`src/rtl/instr_issuer.sv`:
```
// instr_issuer: program FIFO feeding the processor's Run/Done handshake, one instruction at a time.
// Optional Done watchdog is compiled in when ISSUER_TIMEOUT_EN is defined.

module instr_issuer #(
   parameter int DEPTH = 16,
   parameter int AW    = 4,
   parameter int TMO   = 15
) (
   input  logic       Clock,
   input  logic       Resetn,
   input  logic       wr_en,
   input  logic [8:0] wr_data,
   output logic       full,
   input  logic       start,
   output logic [8:0] DIN,
   output logic       Run,
   input  logic       Done,
   output logic       busy,
   output logic [7:0] instr_count,
   output logic       bad_op,
   output logic       err_timeout
);

   localparam logic [1:0] S_IDLE  = 2'd0;
   localparam logic [1:0] S_ISSUE = 2'd1;
   localparam logic [1:0] S_IMM   = 2'd2;
   localparam logic [1:0] S_WAIT  = 2'd3;

   localparam logic [2:0]  OP_MVI   = 3'b011;
   localparam logic [AW:0] CNT_FULL = (AW + 1)'(DEPTH);
   localparam logic [AW:0] CNT_TWO  = (AW + 1)'(2);

   if (DEPTH != (1 << AW) || TMO < 2) begin : g_param_chk
      $error("instr_issuer: DEPTH must equal 2**AW and TMO must be at least 2");
   end

   logic [8:0]    mem [DEPTH];
   logic [AW-1:0] wptr;
   logic [AW-1:0] rptr;
   logic [AW:0]   count;
   logic [1:0]    state;
   logic          armed;
   logic [8:0]    head;
   logic          wr_ok;
   logic          drop;
   logic          issue;
   logic          pop;

   assign head  = mem[rptr];
   assign full  = (count == CNT_FULL);
   assign wr_ok = wr_en && !full;

   // An mvi only leaves IDLE once its immediate is already queued behind it.
   always_comb begin
      drop  = 1'b0;
      issue = 1'b0;
      if (state == S_IDLE && armed && count != '0) begin
         if (head[8])
            drop = 1'b1;
         else if (!(head[8:6] == OP_MVI && count < CNT_TWO))
            issue = 1'b1;
      end
   end

   // In ISSUE, DIN still holds the instruction, so its opcode decides the immediate pop.
   assign pop = drop | issue | (state == S_ISSUE && DIN[8:6] == OP_MVI);

   always_ff @(posedge Clock) begin
      if (wr_ok)
         mem[wptr] <= wr_data;
   end

   always_ff @(posedge Clock or negedge Resetn) begin
      if (!Resetn) begin
         wptr  <= '0;
         rptr  <= '0;
         count <= '0;
      end else begin
         if (wr_ok)
            wptr <= wptr + 1'b1;
         if (pop)
            rptr <= rptr + 1'b1;
         count <= count + (AW + 1)'(wr_ok) - (AW + 1)'(pop);
      end
   end

`ifdef ISSUER_TIMEOUT_EN
   localparam int CW = $clog2(TMO + 1);

   logic [CW-1:0] tmo_cnt;
   logic          timeout;

   // tmo_cnt equals the number of cycles elapsed since the Run cycle.
   always_ff @(posedge Clock or negedge Resetn) begin
      if (!Resetn)
         tmo_cnt <= '0;
      else if (state == S_IDLE)
         tmo_cnt <= '0;
      else
         tmo_cnt <= tmo_cnt + 1'b1;
   end

   assign timeout = ((state == S_IMM) || (state == S_WAIT && !Done)) &&
                    (tmo_cnt == CW'(TMO - 1));
`else
   assign err_timeout = 1'b0;
`endif

   always_ff @(posedge Clock or negedge Resetn) begin
      if (!Resetn) begin
         state       <= S_IDLE;
         armed       <= 1'b0;
         DIN         <= '0;
         Run         <= 1'b0;
         busy        <= 1'b0;
         instr_count <= '0;
         bad_op      <= 1'b0;
`ifdef ISSUER_TIMEOUT_EN
         err_timeout <= 1'b0;
`endif
      end else begin
         Run <= 1'b0;
         if (start)
            armed <= 1'b1;
         else if (state == S_IDLE && count == '0)
            armed <= 1'b0;

         case (state)
            S_IDLE: begin
               if (drop)
                  bad_op <= 1'b1;
               if (issue) begin
                  DIN   <= head;
                  Run   <= 1'b1;
                  busy  <= 1'b1;
                  state <= S_ISSUE;
               end
            end
            S_ISSUE: begin
               if (DIN[8:6] == OP_MVI) begin
                  DIN   <= head;
                  state <= S_IMM;
               end else begin
                  state <= S_WAIT;
               end
            end
            S_IMM:
               state <= S_WAIT;
            default: begin
               if (Done) begin
                  instr_count <= instr_count + 1'b1;
                  busy        <= 1'b0;
                  state       <= S_IDLE;
               end
            end
         endcase

`ifdef ISSUER_TIMEOUT_EN
         if (timeout) begin
            err_timeout <= 1'b1;
            busy        <= 1'b0;
            armed       <= 1'b0;
            state       <= S_IDLE;
         end
`endif
      end
   end

endmodule
```
`config.mk`:
```
export PLATFORM = sky130hd
export DESIGN_NAME = instr_issuer
export DESIGN_NICKNAME = d
export VERILOG_FILES = /design/src/rtl/instr_issuer.sv
export SDC_FILE = /design/constraint.sdc
export NUM_CORES = 1
export LEC_CHECK = 0
export BUFFER_PORTS_ARGS = -buffer_cell sky130_fd_sc_hd__buf_4
export CORE_UTILIZATION = 55
export CTS_CLUSTER_SIZE = 14
export DETAILED_ROUTE_END_ITERATION = 6
export PLACE_DENSITY = 0.84
export SLEW_MARGIN = 20
export SYNTH_ARGS = -nofsm -noshare
export SYNTH_HDL_FRONTEND = slang
export SYNTH_SLANG_ARGS = --single-unit
```
`constraint.sdc`:
```
create_clock -name Clock -period 3.35 [get_ports Clock]
set_clock_uncertainty 0.1 [all_clocks]
set_input_delay 0.335 -clock Clock [delete_from_list [all_inputs] [get_ports Clock]]
set_output_delay 0.335 -clock Clock [all_outputs]
set_load 0.02 [all_outputs]
```
Word level (Yosys, flattened, before mapping)
Memories as Yosys holds them, arrays and structs flattened.
Cells that the tools add are included.

word-level totals
  flip-flop bits (word level) = 36
  bits in writable memories = 144
  input bits = 14
  output and inout port bits = 22
  memories kept = 1

memory list
  name  words  bits a word  rd ports  clocked after Yosys merged registers in  wr ports  line  text
  mem   16     9            1         0                                        1         37    logic [8:0] mem [DEPTH];

operators by class
  add/sub/neg operators = 5
  order comparisons = 1
  equality and inequality tests = 7
  muxes and demuxes = 21
  bitwise operators = 4
  reductions and logical operators = 21

operators by type and width
  operator             number
  $mux 9               2
  $pmux 9 s2           1
  $mux 1               14
  $add 4x1->4 const B  2
  $add 8x1->8 const B  1
  $eq 3x2->1 const B   2
  $logic_and 1x1->1    6
  $pmux 2 s3           1
  $reduce_and 2->1     3
  $reduce_and 3->1     2
  $reduce_bool 2->1    3
  $add 5x1->5          1
  $eq 5x5->1 const B   1
  $logic_not 5->1      1
  $lt 5x2->1 const B   1
  $reduce_bool 5->1    1
  $sub 5x1->5          1
  $mux 2               2
  $reduce_bool 4->1    1
  $reduce_or 3->1      1
  $eq 2x1->1 const B   1
  $eq 2x2->1 const B   1
  $logic_not 2->1      1
  $ne 2x1->1 const B   1
  6 further kinds      8

Depth between registers and ports, before layout
An unclocked memory read counts as a cell.

  depth after elaboration = 9
  depth in mapped cells = 16

Worst setup path after synthesis
No wires, ideal clock.

  kind = register -> register
  start point = register rptr[0]
  end point = register count[4]
  arrival time = 3,077 ps
  path slack = 94 ps
  stages on the path, launching flop included = 16
  buffers on the path = 2
  path through = dfrtp_1 -> buf_6 -> buf_6 -> mux4_2 -> o22a_1 -> o21a_1 -> a211oi_2 -> o21ai_2 -> ha_1 -> inv_1 -> ha_1 -> fa_1 -> a21oi_1 -> nor2_1 -> nor2_1 -> xor2_1

between the ends
  cells in the longest elaborated chain, start to end = 9

ends and longest elaborated chain
  item                          line  text
  start, declared               39    logic [AW-1:0] rptr;
  start signal, assigned        82    rptr <= rptr + 1'b1;
  $mem_v2 16x9 (*)              --
  $eq 3x2->1                    60    else if (!(head[8:6] == OP_MVI && count < CNT_TWO))
  $logic_and 1x1->1             60
  $mux 1                        60
  $mux 1                        58    if (head[8])
  $mux 1                        57    if (state == S_IDLE && armed && count != '0) begin
  $or 1x1->1 (*) (2 in series)  66    assign pop = drop | issue | (state == S_ISSUE && DIN[8:6] == OP_MVI);
  net pop                       47    logic pop;
  $sub 5x1->5 (*)               83    count <= count + (AW + 1)'(wr_ok) - (AW + 1)'(pop);
  end signal, assigned          83
  end, declared                 40    logic [AW:0] count;

Mark *: on every way through the listed nets, which the timed path passes. The rest lies on a longest branch.
A chain may end at the register's enable or synchronous reset.

Worst setup path after layout
  start point = register rptr[0]
  end point = register count[2]

Same word-level chain as after synthesis.

==> flow_summary.yaml <==
route:
  drt-initial-drc-count: 510
  viasPerCell: 6.254
  drc: 0
  drt_wl_total_mm: 17.08
  drtAntennaViolNets: 0
  wl_per_cell_um: 23.42
  vias: 4559
  first_pass_iters: 7
sta:
  fin_crit_sh: 1.019
  worst_pin_slew_ps: 717.0
  finalHoldViolCount: 0
  rsz0062_at_grt: "yes"
  worst_slack_ps: -63.99
  max-slew-margin-rel: 0.5176
  fin_setup_tns_ps: -126.0
  finalMaxSlewViolations: 0
  timing.final.crit_period_ps: 3414
  setup_viol: 2
  timing.fmax_mhz: 292.9
yosys:
  synthArstFlopShare: 0.2000
  synth_area_leaders: "edfxtp_1, dfrtp_1, mux4_2"
  synth_seq_cells: 180
  ys_types: 66
  yosys-top-cells-count: "edfxtp_1, dfrtp_1, mux4_2, nor2_1"
  yosysSeqAreaShare: 0.6763
  ys.warnings.count: 0
  syn-cell-area_mm2: 0.007726
  synth.most_common_cell: "edfxtp_1"
  syn_nets: 500
  synthCells: 466
  synth_edf_count: 144
  synthFlopType: "edfxtp_1"
  yosys.area.top_type: "edfxtp_1"
  syn_area_per_cell_um2: 16.58
  synth_top_area_share: 0.5597
clock_tree:
  htree_levels: 4
  cts_max_path_buffers: 2
  clock-sinks: 180
  clk_pin_slew_worst_paths_ps: 70
  cts_tree: "built"
  cts_root_buf: "clkbuf_16"
  clk_latency_ps: 440
  cts_made_buffers: 17
global_route:
  grt_pass1_vias: 4670
  grt_max_degree: 37
  grt_usage: 0.2515
  antenna_found_initial: 0
  grt.overflow.total: 0
  grt_first_pass_wirelength_mm: 26.06
place:
  pre_cts_slack_ps: -131.9
  dp_hpwl_mm: 10.82
  dp.cells: 685
  numPortBuffers: 34
  globalplace.congestion: 0.8772
  placed_area_mm2: 0.008333
floorplanning:
  rows: 42
  die_h_um: 120.5
  initial_utilization: 0.5743
  core_area_mm2: 0.01345
  dieArea_mm2: 0.01453
  die_x_um: 120.5
  pin_count: 36
cells_and_area:
  final_util: 0.6745
  stdcell_count: 729
  fin_area_mm2: 0.009074
  n_antenna_cell: 0
  drive_above_1_share: 0.2821
  areaGrowthSynthToFinish_pct: 17.44
  fillerInstances: 853
  final_nets: 574
status:
  status: "finished with violations"
  violations: "negative setup slack"
job:
  cap_violations: 0
critical_path:
  cp.required_ps: 3580
  cp-start-kind: "flip-flop"
  cp_max_fo: 5
  crit_path_end_kind: "flip-flop"
  arrival_ps: 3640
  path_class: "reg -> reg"
power_and_ir_drop:
  powerDensity_mw_per_mm2: 930.3
  vdd_drop_max_mv: 0.5502
  leakage_nw: 3.318
min_path:
  hold_class: "in -> reg"
==> placed cells by master (no fill, tap or decap), types with 11 or more instances in the layout <==
cell type and count:
mux4_2 30, o21ai_0 12, dfrtp_1 35, ha_1 18, and2_1 11, clkbuf_16 17
inv_1 18, nor2_1 23, edfxtp_1 144, buf_4 72, nand2_1 19
==> through the flow <==
step / power, mW / hold WS [ps]
global route: 8.807 / 111.2
detailed placement: 6.092 / 233.6
CTS: 8.262 / 92.60
global placement: 5.910 / 223.3
floorplan: 5.155 / -60.59
finish: 8.442 / 106.0
==> power by group <==
part	switching (mW)	internal [mW]	total (mW)	leakage, nW
sequential	0.284	2.79	3.08	1.73
combinational	1.77	1.54	3.32	1.30
clock	0.862	1.19	2.05	0.295
total	2.92	5.52	8.44	3.32
==> what timing repair did <==
action,in CTS,in global routing
pin swaps,6,10
endpoints found under the setup margin,1,2
hold buffers,2,0
setup buffers,6,5
hold endpoints to repair,37,0
resized for setup,6,5
==> worst paths after layout <==
check                                     from             end  slack, ps  depth (start not counted)
worst max-delay path                   rptr[0]        count[2]        -60                         13
worst min-delay path                wr_data[7]      mem[14][7]        110                          1
worst max register to register         rptr[0]        count[2]        -60                         13
worst min register to register  instr_count[7]  instr_count[7]        370                          1
max in group asynchronous               Resetn         rptr[0]       2480                          2
min in group asynchronous               Resetn  instr_count[5]        300                          2
==> state kept, by name, indices dropped and copies added, names as in the netlist <==
signal / count
state: 2
instr_count: 8
count: 5
Run: 1
rptr: 4
busy: 1
DIN: 9
bad_op: 1
wptr: 4
armed: 1
mem: 144
==> kinds of logic (layout without fill, tap and decap cells) <==
family          Yosys count  in the layout  share of synthesized area
compound gates           66             66                    0.06705
xor+xnor                 14             14                    0.01587
fa+ha+maj                20             20                    0.03336
buf+inv                  42            129                    0.02461
flops                   180            180                     0.6763
mux                      45             45                     0.1122
other cells               1              1                  0.0004854
simple gates             98             98                    0.07012
==> layout make-up <==
cell class	count	area [um^2]	area share
sequential	180	5226	0.5760
multi-input combinational	244	2354	0.2594
timing repair buffer	77	594.3	0.06550
clock buffer	19	432.9	0.04771
tap	176	220.2	0.02427
clock inverter	13	171.4	0.01889
inverter	20	75.07	0.008274
==> critical path, stage by stage, from the launching register on <==
cell	delay, ps
dfrtp_2	450
mux4_2	560
mux2_4	290
o21a_1	220
a211oi_2	260
o21ai_2	100
ha_1	300
inv_2	50
ha_4	160
fa_2	350
buf_4	150
buf_6	100
buf_6	100
xnor2_2	120
==> per-layer routing <==
metal / vias up / GRT usage / share of wire / wire (um)
met5: - / 0 / 0 / 0
met4: 0 / 0.1358 / 0.037 / 632
met3: 55 / 0.05283 / 0.077 / 1313
met2: 271 / 0.4300 / 0.52 / 8830
met1: 2270 / 0.2990 / 0.37 / 6299
li1: 1963 / - / - / -
Power figures use the tool's default switching activity.
